**src/rtl/priority_arbiter_8_if.sv**
```systemverilog
// Request/grant bundle between the requesters (master) and priority_arbiter_8 (slave).
interface priority_arbiter_8_if;
  logic [7:0] req;
  logic [7:0] gnt;
  logic [2:0] gnt_idx;
  logic       gnt_valid;
  logic [7:0] hold_cnt;

  modport master (
    output req,
    input  gnt,
    input  gnt_idx,
    input  gnt_valid,
    input  hold_cnt
  );

  modport slave (
    input  req,
    output gnt,
    output gnt_idx,
    output gnt_valid,
    output hold_cnt
  );
endinterface

```
**src/rtl/priority_arbiter_8.sv**
```systemverilog
// Registered 8-requester arbiter with grant hold and hold-limit forced release.
// Optional round-robin search order enabled by defining ARB_ROUND_ROBIN_EN.
module priority_arbiter_8 #(
  parameter int MAX_HOLD = 16
) (
  input  logic                  clk,
  input  logic                  rst,
  priority_arbiter_8_if.slave   bus
);

  typedef enum logic {IDLE = 1'b0, GRANT = 1'b1} state_t;

  // MAX_HOLD = 0 disables forced release; the counter then saturates at 255.
  localparam logic [7:0] HOLD_CAP   = (MAX_HOLD == 0) ? 8'd255 : 8'(MAX_HOLD);
  localparam bit         TIMEOUT_EN = (MAX_HOLD != 0);

  state_t     state_p0, state_nxt;
  logic [2:0] owner_p0, owner_nxt;
  logic [7:0] hold_p0,  hold_nxt;

  logic [7:0] cand;
  logic       owner_keeps;
  logic       timeout;
  logic       grant_load;
  logic       win_found;
  logic [2:0] win_idx;

  function automatic logic [7:0] sat_inc(input logic [7:0] v);
    return (v >= HOLD_CAP) ? HOLD_CAP : v + 8'd1;
  endfunction

  // Later loop iterations overwrite earlier ones, so the highest set bit wins.
  function automatic logic [3:0] pick_fixed(input logic [7:0] c);
    logic [3:0] r;
    r = 4'b0000;
    for (int i = 0; i < 8; i++) begin
      if (c[i]) r = {1'b1, 3'(i)};
    end
    return r;
  endfunction

`ifdef ARB_ROUND_ROBIN_EN
  // Scan from lowest priority (ptr itself) up to highest (ptr-1); last hit wins.
  function automatic logic [3:0] pick_rr(input logic [7:0] c, input logic [2:0] p);
    logic [3:0] r;
    logic [2:0] idx;
    r = 4'b0000;
    for (int s = 8; s >= 1; s--) begin
      idx = p - 3'(s);
      if (c[idx]) r = {1'b1, idx};
    end
    return r;
  endfunction

  logic [2:0] ptr_p0;

  always_ff @(posedge clk) begin
    if (rst) begin
      ptr_p0 <= 3'd0;
    end else if (grant_load) begin
      ptr_p0 <= win_idx;
    end
  end

  assign {win_found, win_idx} = pick_rr(cand, ptr_p0);
`else
  assign {win_found, win_idx} = pick_fixed(cand);
`endif

  // ---- stage p0: arbitration state register ----
  always_ff @(posedge clk) begin
    if (rst) begin
      state_p0 <= IDLE;
      owner_p0 <= 3'd0;
      hold_p0  <= 8'd0;
    end else begin
      state_p0 <= state_nxt;
      owner_p0 <= owner_nxt;
      hold_p0  <= hold_nxt;
    end
  end

  always_comb begin
    cand = bus.req;
    if (state_p0 == GRANT) cand[owner_p0] = 1'b0;
    owner_keeps = (state_p0 == GRANT) && bus.req[owner_p0];
    timeout     = TIMEOUT_EN && (hold_p0 == HOLD_CAP);
    grant_load  = win_found && ((state_p0 == IDLE) || !owner_keeps || timeout);

    state_nxt = state_p0;
    owner_nxt = owner_p0;
    hold_nxt  = hold_p0;
    unique case (state_p0)
      IDLE: begin
        if (win_found) begin
          state_nxt = GRANT;
          owner_nxt = win_idx;
          hold_nxt  = 8'd1;
        end
      end
      GRANT: begin
        if (grant_load) begin
          owner_nxt = win_idx;
          hold_nxt  = 8'd1;
        end else if (!owner_keeps) begin
          state_nxt = IDLE;
          owner_nxt = 3'd0;
          hold_nxt  = 8'd0;
        end else begin
          hold_nxt  = sat_inc(hold_p0);
        end
      end
      default: begin
        state_nxt = IDLE;
        owner_nxt = 3'd0;
        hold_nxt  = 8'd0;
      end
    endcase
  end

  // Outputs decode only registered state, so they change solely at clock edges.
  always_comb begin
    bus.gnt       = (state_p0 == GRANT) ? (8'd1 << owner_p0) : 8'd0;
    bus.gnt_idx   = owner_p0;
    bus.gnt_valid = (state_p0 == GRANT);
    bus.hold_cnt  = hold_p0;
  end

endmodule

```
**src/flat_wrapper.sv**
```systemverilog
// flat-port wrapper written by rule: the top's interface ports become plain ports
module priority_arbiter_8_flat 
#(
  parameter int MAX_HOLD = 16
)
  (clk, rst, bus_req, bus_gnt, bus_gnt_idx, bus_gnt_valid, bus_hold_cnt);
  priority_arbiter_8_if bus_i ();
  input  logic clk;
  input  logic rst;
  input wire logic [$bits(bus_i.req)-1:0] bus_req;
  output wire logic [$bits(bus_i.gnt)-1:0] bus_gnt;
  output wire logic [$bits(bus_i.gnt_idx)-1:0] bus_gnt_idx;
  output wire logic [$bits(bus_i.gnt_valid)-1:0] bus_gnt_valid;
  output wire logic [$bits(bus_i.hold_cnt)-1:0] bus_hold_cnt;
  assign bus_i.req = bus_req;
  assign bus_gnt = bus_i.gnt;
  assign bus_gnt_idx = bus_i.gnt_idx;
  assign bus_gnt_valid = bus_i.gnt_valid;
  assign bus_hold_cnt = bus_i.hold_cnt;
  priority_arbiter_8 #(.MAX_HOLD(MAX_HOLD)) u_core (.clk(clk), .rst(rst), .bus(bus_i));
endmodule
```
**config.mk**
```make
export PLATFORM = sky130hd
export DESIGN_NAME = priority_arbiter_8_flat
export DESIGN_NICKNAME = d
export VERILOG_FILES = /design/src/rtl/priority_arbiter_8_if.sv /design/src/rtl/priority_arbiter_8.sv /design/src/flat_wrapper.sv
export SDC_FILE = /design/constraint.sdc
export NUM_CORES = 1
export LEC_CHECK = 0
export BUFFER_PORTS_ARGS = -buffer_cell sky130_fd_sc_hd__buf_2
export CAP_MARGIN = 10
export CORE_MARGIN = 1.5
export CORE_UTILIZATION = 44
export CTS_CLUSTER_SIZE = 20
export DETAILED_ROUTE_END_ITERATION = 16
export PLACE_DENSITY_LB_ADDON = 0.08
export RECOVER_POWER = 50
export SLEW_MARGIN = 15
export SYNTH_ARGS = -nofsm -noshare
export SYNTH_HDL_FRONTEND = slang
export SYNTH_SLANG_ARGS = --single-unit
export TNS_END_PERCENT = 20
```
**constraint.sdc**
```tcl
create_clock -name clk -period 1.75 [get_ports clk]
set_input_delay 0.0875 -clock clk [delete_from_list [all_inputs] [get_ports clk]]
set_output_delay 0.0875 -clock clk [all_outputs]
set_load 0.01 [all_outputs]
```
==> results of run 1 <==
## path summary, 6_finish.rpt
kind	end	startpoint	cells after the start
max	u_core.bus.gnt_idx[1]	u_core.bus.gnt_idx[0]	5
min	u_core.bus.gnt_valid	rst	2
max reg2reg	u_core.bus.gnt_idx[1]	u_core.bus.gnt_idx[0]	5
min reg2reg	u_core.bus.hold_cnt[6]	u_core.bus.hold_cnt[6]	1
## cell usage after synthesis, types with 2 or more instances
cell / count / area [µm²]
a211oi_1: 2 / 15.0
a21boi_0: 2 / 15.0
a21o_1: 2 / 15.0
a21oi_1: 3 / 15.0
a31oi_1: 2 / 12.5
and2_1: 3 / 18.8
dfxtp_1: 12 / 240
ha_1: 2 / 25.0
inv_1: 7 / 26.3
mux2_1: 2 / 22.5
mux2_2: 3 / 33.8
nand2_1: 4 / 15.0
nand2b_1: 3 / 18.8
nand3_1: 4 / 20.0
nand3b_1: 2 / 15.0
nor2_1: 7 / 26.3
nor3_1: 3 / 15.0
o21ai_0: 4 / 20.0
o22a_1: 2 / 17.5
o22ai_1: 2 / 12.5
o22ai_2: 2 / 25.0
o32ai_1: 2 / 17.5
## power groups by stage
stage / logic, W / clock network (W) / registers (W)
global placement: 0.000329 / 0 / 0.000320
CTS: 0.000349 / 0.000188 / 0.000315
global route: 0.000386 / 0.000200 / 0.000319
floorplan: 0.000193 / 0 / 0.000319
finish: 0.000356 / 0.000183 / 0.000316
detailed placement: 0.000333 / 0 / 0.000321
## through the flow
step / cell area [µm²] / utilization, % / hold WS, ns
finish: 1290 / 65.8 / 0.106
global route: 1290 / 65.8 / 0.127
CTS: 1280 / 65.4 / 0.0905
detailed placement: 1240 / 63.0 / 0.386
global placement: 1240 / 63.0 / 0.394
floorplan: 933 / - / 0.385
## logic make-up after synthesis
family	count (synthesis)
AND/OR/NAND/NOR	35
flip-flops	12
buffers and inverters	12
AO/OA/AOI/OAI	33
adder cells (fa/ha/maj)	2
XOR/XNOR	1
multiplexers	7
## state kept, by name, indices dropped and copies added, names as in the netlist
name and count:
u_core.bus.hold_cnt 8, u_core.bus.gnt_idx 3, u_core.bus.gnt_valid 1
## routing by layer
layer | routed length, µm | up-vias | share of wire (%)
li1 | - | 488 | -
met3 | 194 | 6 | 7.6
met5 | 0 | - | 0
met4 | 44 | 0 | 1.7
met1 | 1160 | 465 | 45
met2 | 1170 | 43 | 46
## placed cells by master (no fill, tap or decap), types with 3 or more instances in the layout
cell      instances
nand3_1           4
nor3_1            3
dfxtp_1          10
clkbuf_4          3
buf_4            17
o21ai_0           4
buf_2            26
nand2_1           4
nand2b_1          3
a21oi_1           3
nor2_1            7
inv_1             7
and2_1            3
clkbuf_1          4
## critical path, cell delays in order (launching register included)
cell and delay, ns:
dfxtp_4 0.39, mux2_4 0.30, o32a_1 0.33, nand4bb_4 0.25
a211o_1 0.34, o32ai_1 0.13
## what timing repair did
item	4_1_cts	5_1_grt
resized for setup	4	2
hold buffers	0	0
endpoints found under the setup margin	9	12
pin swaps	1	1
## area by class of cell
class                   count  share of cell area, %
well taps                  27                   2.62
repair buffers             48                   24.0
flip-flops and latches     12                   19.2
clock buffers               4                   2.04
multi-input cells          78                   50.1
inverters                   7                   2.04
==> results.py, run 1 <==
metrics = {
    "routing": {
        "vias": 1002,
        "first_pass_iters": 4,
        "drc": 0,
        "via_per_inst": 5.69,
        "ant_nets": 0,
        "wl_um": 2560,
        "avgRoutedWirePerCell_um": 14.6,
        "drt_iter0_markers": 57,
    },
    "global_route": {
        "grt.total_usage_pct": 23.1,
        "grtUsageMet2_pct": 34.7,
        "use_met1_pct": 32.6,
        "grt_pass1_wl_um": 4300,
        "grt_max_degree": 10,
        "grt-ovfl-total": 0,
        "top_usage_layer": "met2",
        "use_met3_pct": 4.63,
        "antenna_found_initial": 0,
        "first_global_vias": 938,
    },
    "run_status": {
        "status": "finished, violations left",
        "violations": "negative setup slack",
    },
    "synthesis": {
        "synth_cells": 102,
        "synth_xor_area_share_pct": 0.955,
        "synth-async-reset-ratio_pct": 0,
        "synth_area_per_cell_um2": 8.99,
        "ys_warn_count": 0,
        "netlist_area_um2": 917,
        "synthAdderAreaFrac_pct": 2.73,
        "synth_flop_cell": "dfxtp_1",
        "ys_seq_elements": 12,
        "synth_edf_count": 0,
        "synth_top_family_by_area": "compound AO/OA/AOI/OAI gates",
        "synth_compound_area_share_pct": 27.8,
        "yosysUniqueCellTypes": 49,
        "yosys.area_share.simple_pct": 24.4,
        "synth.area.mux_share_pct": 11.5,
        "synth.net_count": 114,
        "ys_seq_area_share_pct": 26.2,
    },
    "power_and_ir_drop": {
        "seqPwrFrac_pct": 36.9,
        "p_per_area_nw_per_um2": 663,
        "switchingPower_w": 0.000286,
        "total_power_w": 0.000855,
        "power.internal_w": 0.000569,
        "peakVddDrop_v": 0.000630,
        "p_comb_share_pct": 41.7,
        "p_clk_share_pct": 21.4,
        "swShare_pct": 33.5,
        "leakage_nw": 0.588,
    },
    "critical_path": {
        "crit_type": "flop to flop",
        "path_max_fanout": 5,
        "cp-start-kind": "flop",
        "crit_required_ns": 1.94,
        "cp.arrival_ns": 2.03,
        "worst-r2r-setup-slack_ns": -0.09,
        "crit_path_end_kind": "flop",
    },
    "cells_and_area": {
        "syn_to_final_growth_pct": 40.7,
        "num-nets-final": 162,
        "diodes": 0,
        "n_fill_cell": 189,
        "instances_no_fill": 176,
        "drive_above_1_share_pct": 43.0,
        "multi_input_area_um2": 647,
        "seq_area_um2": 248,
    },
    "job": {
        "cap_violations": 0,
    },
    "sta": {
        "max_freq_ghz": 0.544,
        "hold_viol_final": 0,
        "tightest_slew_ns": 0.447,
        "finalMaxSlewViolations": 0,
        "period_share_pct": 105,
        "final.setup.worst_slack_ns": -0.0869,
        "rsz0062_at_grt": "true",
        "fin_crit_ns": 1.84,
        "fin_worst_skew_ns": 0.00782,
        "finalSetupTns_ns": -0.322,
        "slew_headroom_pct": 69.4,
        "final-setup-viol-count": 6,
    },
    "worst_hold_path": {
        "hold_class": "input port to flop",
    },
    "clocking": {
        "clk_latency_ns": 0.28,
        "clockRootBuffer": "clkbuf_4",
        "clk_pin_slew_worst_paths_ns": 0.07,
        "cts_tree": "yes",
        "clkSinkCount": 12,
        "htreeDepth": 1,
        "cts_buffers": 3,
        "cts_buffer_depth": 2,
        "post_cts_buffers": 0,
    },
    "place": {
        "io_buffers": 29,
        "place_inst": 172,
        "dp_slack_ns": -0.0871,
        "gp_congestion": 0.871,
        "dpl.hpwl_um": 2020,
    },
    "floorplanning": {
        "die-height_um": 48.7,
        "die_x_um": 48.7,
        "io_pins": 30,
        "core-area_um2": 1960,
        "die_area_um2": 2370,
        "initial_core_util_pct": 46.7,
        "rows": 16,
    },
}
Note: power is estimated with default switching activity, not from simulation.
==> inputs of run 2 (changes only) <==
- CORE_UTILIZATION: 44 -> 49
- clock period: 1.75 -> 1.9 ns (I/O delays scaled with it)
==> run 2 against run 1 <==
- the flow now finishes without violations
- utilization rose by 3.8 points
- global-route usage is 1.7 points higher
- clock power increased by 15%
- sequential power decreased by 6.6%
- register-to-register slack better by 0.12 ns
- critical endpoint is now u_core.bus.hold_cnt[4]
==> results.py, run 2 (same netlist as run 1, synthesis figures left out) <==
metrics = {
    "routing": {
        "first_pass_iters": 4,
        "wl_um": 2420,
        "via_per_inst": 5.88,
        "vias": 971,
        "avgRoutedWirePerCell_um": 14.6,
        "ant_nets": 0,
        "drt_iter0_markers": 33,
        "drc": 0,
    },
    "critical_path": {
        "cp.depth": 6,
        "crit_required_ns": 2.11,
        "reg2reg_depth": 6,
        "crit_path_top_delay_cell": "a211o_1",
        "critPathBufInv": 1,
        "worstPathCellList": "buf_6 -> mux2_4 -> o22a_1 -> nand4bb_4 -> a211o_1 -> a21oi_1",
        "path_max_fanout": 6,
        "slowest_delay_ns": 0.40,
        "cp_top_family": "compound AO/OA/AOI/OAI gates",
        "cp-start-kind": "flop",
        "cp.arrival_ns": 2.07,
        "crit_path_end_kind": "flop",
        "crit_type": "flop to flop",
    },
    "global_route": {
        "grt-ovfl-total": 0,
        "grt_pass1_wl_um": 3840,
        "grt.total_usage_pct": 24.8,
        "antenna_found_initial": 0,
        "first_global_vias": 833,
        "grt_max_degree": 10,
    },
    "cells_and_area": {
        "final_common_cell": "buf_2",
        "drive_above_1_share_pct": 36.4,
        "syn_to_final_growth_pct": 32.3,
        "largest_register_ffs": 8,
        "diodes": 0,
        "final_cell_mix": "buf_2 (19), clkbuf_1 (10), buf_4 (9), dfxtp_1 (9)",
        "instances_no_fill": 165,
        "utilization_pct": 69.5,
        "num-nets-final": 153,
    },
    "place": {
        "dpl.hpwl_um": 1780,
        "io_buffers": 29,
        "gp_congestion": 0.890,
        "place_inst": 158,
    },
    "clocking": {
        "clkSinkCount": 12,
        "cts_buffer_depth": 2,
        "clk_pin_slew_worst_paths_ns": 0.08,
        "cts_tree": "yes",
        "htreeDepth": 1,
        "clk_latency_ns": 0.28,
        "hold_buffers": 0,
        "clockRootBuffer": "clkbuf_4",
        "cts_buffers": 3,
    },
    "sta": {
        "rsz0062_at_grt": "true",
        "period_share_pct": 98.0,
        "fin_worst_skew_ns": 0.00435,
        "finalMaxSlewViolations": 0,
        "tightest_slew_ns": 0.396,
        "slew_headroom_pct": 72.9,
        "final-setup-viol-count": 0,
        "fin_crit_ns": 1.86,
        "max_freq_ghz": 0.537,
        "hold_viol_final": 0,
    },
    "floorplanning": {
        "die-height_um": 46.3,
        "io_pins": 30,
        "core-area_um2": 1750,
        "rows": 15,
        "die_x_um": 46.3,
        "die_area_um2": 2140,
        "initial_core_util_pct": 52.5,
    },
    "job": {
        "cap_violations": 0,
    },
    "power_and_ir_drop": {
        "leakage_nw": 0.518,
        "p_per_area_nw_per_um2": 650,
        "peakVddDrop_v": 0.000486,
    },
    "run_status": {
        "status": "completed",
    },
    "worst_hold_path": {
        "hold_depth": 2,
        "hold_class": "input port to flop",
    },
}
==> run 2: cell count changes in the layout (fill, tap and decap cells not counted), moves of 2 or more <==
cell | before | now
buf_4 | 17 | 9
dfxtp_2 | 0 | 2
buf_2 | 26 | 19
clkbuf_1 | 4 | 10
buf_12 | 2 | 0
==> run 2: what timing repair did <==
item / in CTS / in global routing
gates resized for setup: 2 / 10
setup endpoints to repair: 7 / 10
pin swaps: 1 / 4
gates cloned: 0 / 0
buffers inserted: 0 / 3
==> run 2: layer usage <==
layer,vias up,part of all wire [%],GRT usage [%]
met3,4,6.1,5.49
li1,464,-,-
met2,35,43,33.9
met5,-,0,0
met1,468,50,37.9
met4,0,0.87,8.00
==> run 2: worst register-to-register path: stages (launching register included) <==
cell	delay, ns
dfxtp_2	0.36
buf_6	0.12
mux2_4	0.29
o22a_1	0.20
nand4bb_4	0.29
a211o_1	0.40
a21oi_1	0.13
==> run 2: final cells by class <==
class	count	area, µm²
repair buffers	39	211
fillers	153	532
well taps	25	31.3
multi-input cells	78	662
flip-flops and latches	12	246
clock buffers	4	36.3
inverters	7	26.3
==> run 2: worst paths after layout <==
path	from	to	slack, ns
min reg2reg	u_core.bus.hold_cnt[5]	u_core.bus.hold_cnt[5]	0.49
min	rst	u_core.bus.gnt_valid	0.13
max	u_core.bus.gnt_idx[0]	u_core.bus.hold_cnt[4]	0.04
max reg2reg	u_core.bus.gnt_idx[0]	u_core.bus.hold_cnt[4]	0.04
==> run 2: metrics by stage <==
| step | setup slack [ns] | total power, W | TNS (ns) | cell area, µm² | hold slack, ns |
|---|---|---|---|---|---|
| after floorplan | 0.0914 | 0.000464 | 0 | 917 | 0.403 |
| after global placement | -0.0100 | 0.000539 | -0.0188 | 1110 | 0.391 |
| after detailed placement | -0.113 | 0.000545 | -0.263 | 1110 | 0.392 |
| after CTS | 0.0161 | 0.000751 | 0 | 1150 | 0.101 |
| after global routing | -0.0218 | 0.000829 | -0.0770 | 1210 | 0.124 |
| final | 0.0376 | 0.000789 | 0 | 1210 | 0.127 |
==> run 2: power by group <==
group          internal (W)  total [W]  switching, W
logic              0.000141   0.000284      0.000143
registers          0.000268   0.000295     0.0000264
clock network      0.000116   0.000211     0.0000942
==> inputs of run 3 (changes only) <==
- CORE_UTILIZATION: 49 -> 50
- CTS_BUF_LIST: not set -> sky130_fd_sc_hd__clkbuf_8
==> run 3 against run 2 <==
- largest cell class unchanged
- clock power up 34%
- clock-buffer cell count unchanged
- first-iteration DRC count up 15%
- total power up 7.0%
- combinational power down 5%
- maximum frequency up 0.56%
==> results.py, run 3 (same netlist as run 1, synthesis figures left out) <==
metrics = {
    "power_and_ir_drop": {
        "p_per_area_nw_per_um2": 712,
        "leakage_nw": 0.508,
        "peakVddDrop_v": 0.000541,
        "total_power_w": 0.000845,
    },
    "cells_and_area": {
        "utilization_pct": 68.7,
        "num-nets-final": 151,
        "multi_input_area_um2": 637,
        "n_fill_cell": 172,
        "diodes": 0,
        "final_cell_mix": "buf_2 (20), dfxtp_1 (10), clkbuf_1 (9)",
        "largest_register_ffs": 8,
        "drive_above_1_share_pct": 34.1,
        "syn_to_final_growth_pct": 29.3,
        "final_common_cell": "buf_2",
        "seq_area_um2": 243,
    },
    "sta": {
        "fin_worst_skew_ns": 0.000637,
        "period_share_pct": 97.5,
        "fin_crit_ns": 1.85,
        "hold_viol_final": 0,
        "tightest_slew_ns": 0.389,
        "max_freq_ghz": 0.540,
        "final-setup-viol-count": 0,
        "finalMaxSlewViolations": 0,
        "slew_headroom_pct": 73.4,
        "rsz0062_at_grt": "true",
        "final.setup.worst_slack_ns": 0.0479,
        "whs_ns": 0.166,
    },
    "run_status": {
        "status": "completed",
    },
    "critical_path": {
        "critPathBufInv": 0,
        "crit_required_ns": 2.05,
        "crit_path_top_delay_cell": "a211o_1",
        "crit_path_end_kind": "flop",
        "cp.arrival_ns": 2.00,
        "worstPathCellList": "mux2_1 -> o32a_1 -> nand4bb_4 -> a211o_1 -> o32ai_2",
        "slowest_delay_ns": 0.36,
        "crit_type": "flop to flop",
        "path_max_fanout": 7,
        "cp_top_family": "compound AO/OA/AOI/OAI gates",
        "cp-start-kind": "flop",
    },
    "routing": {
        "drt_iter0_markers": 38,
        "first_pass_iters": 4,
        "wl_um": 2350,
        "avgRoutedWirePerCell_um": 14.4,
        "ant_nets": 0,
        "via_per_inst": 5.90,
        "vias": 962,
        "drc": 0,
    },
    "place": {
        "io_buffers": 29,
        "gp_congestion": 0.846,
        "dp_slack_ns": -0.0128,
        "dpl.hpwl_um": 1820,
    },
    "clocking": {
        "clkSinkCount": 12,
        "clockRootBuffer": "clkbuf_8",
        "cts_tree": "yes",
        "post_cts_buffers": 0,
        "clk_pin_slew_worst_paths_ns": 0.05,
        "cts_buffer_depth": 2,
        "hold_buffers": 0,
        "htreeDepth": 1,
        "cts_buffers": 3,
        "clk_latency_ns": 0.24,
    },
    "floorplanning": {
        "die_x_um": 45.8,
        "io_pins": 30,
        "initial_core_util_pct": 53.1,
        "rows": 15,
        "die-height_um": 45.8,
        "die_area_um2": 2100,
        "core-area_um2": 1730,
    },
    "global_route": {
        "grt_pass1_wl_um": 3750,
        "grt_max_degree": 10,
        "first_global_vias": 803,
        "grt-ovfl-total": 0,
        "antenna_found_initial": 0,
        "grt.total_usage_pct": 24.8,
    },
    "job": {
        "cap_violations": 0,
    },
    "worst_hold_path": {
        "hold_class": "input port to flop",
    },
}
[run 3: worst paths after layout]
check	slack (ns)	end	from	cells past startpoint
min	0.17	u_core.bus.gnt_valid	rst	2
max	0.05	u_core.bus.gnt_idx[0]	u_core.bus.gnt_idx[0]	5
min reg2reg	0.48	u_core.bus.hold_cnt[6]	u_core.bus.hold_cnt[6]	1
max reg2reg	0.05	u_core.bus.gnt_idx[0]	u_core.bus.gnt_idx[0]	5
[run 3: through the flow]
| stage | area, µm² | instances | TNS [ns] |
|---|---|---|---|
| floorplan | 917 | 102 | 0 |
| global placement | 1120 | 159 | 0 |
| detailed placement | 1120 | 159 | -0.0181 |
| CTS | 1180 | 163 | 0 |
| global route | 1190 | 163 | -0.0498 |
| finish | 1190 | 163 | 0 |
[run 3: layout make-up]
type | count | area share [%]
Sequential cell | 12 | 20.5
Timing Repair Buffer | 37 | 16.4
Tap cell | 25 | 2.64
Clock buffer | 4 | 4.64
Inverter | 7 | 2.22
Multi-Input combinational cell | 78 | 53.7
[run 3: what timing repair did]
item | 4_1_cts | 5_1_grt
resized for setup | 2 | 5
endpoints found under the setup margin | 2 | 4
hold endpoints to repair | 0 | 0
pin swaps | 2 | 3
[run 3: metal layers]
| metal | global-route usage (%) | vias to the layer above | part of all wire (%) |
|---|---|---|---|
| li1 | - | 461 | - |
| met1 | 36.0 | 463 | 48 |
| met2 | 34.6 | 36 | 45 |
| met3 | 9.13 | 2 | 6.6 |
| met4 | 5.14 | 0 | 0.64 |
| met5 | 0 | - | 0 |
[run 3: where the power goes]
| part | total (W) | internal (W) | switching [W] | leakage, nW |
|---|---|---|---|---|
| clock | 0.000283 | 0.000183 | 0.000100 | 0.0288 |
| sequential | 0.000291 | 0.000268 | 0.0000235 | 0.0989 |
| combinational | 0.000270 | 0.000130 | 0.000140 | 0.380 |
| total | 0.000845 | 0.000581 | 0.000263 | 0.508 |
[run 3: worst reg2reg max path, stage by stage, from the launching register on]
cell and delay [ns]:
dfxtp_2 0.35, mux2_1 0.32, o32a_1 0.32, nand4bb_4 0.26, a211o_1 0.36, o32ai_2 0.14
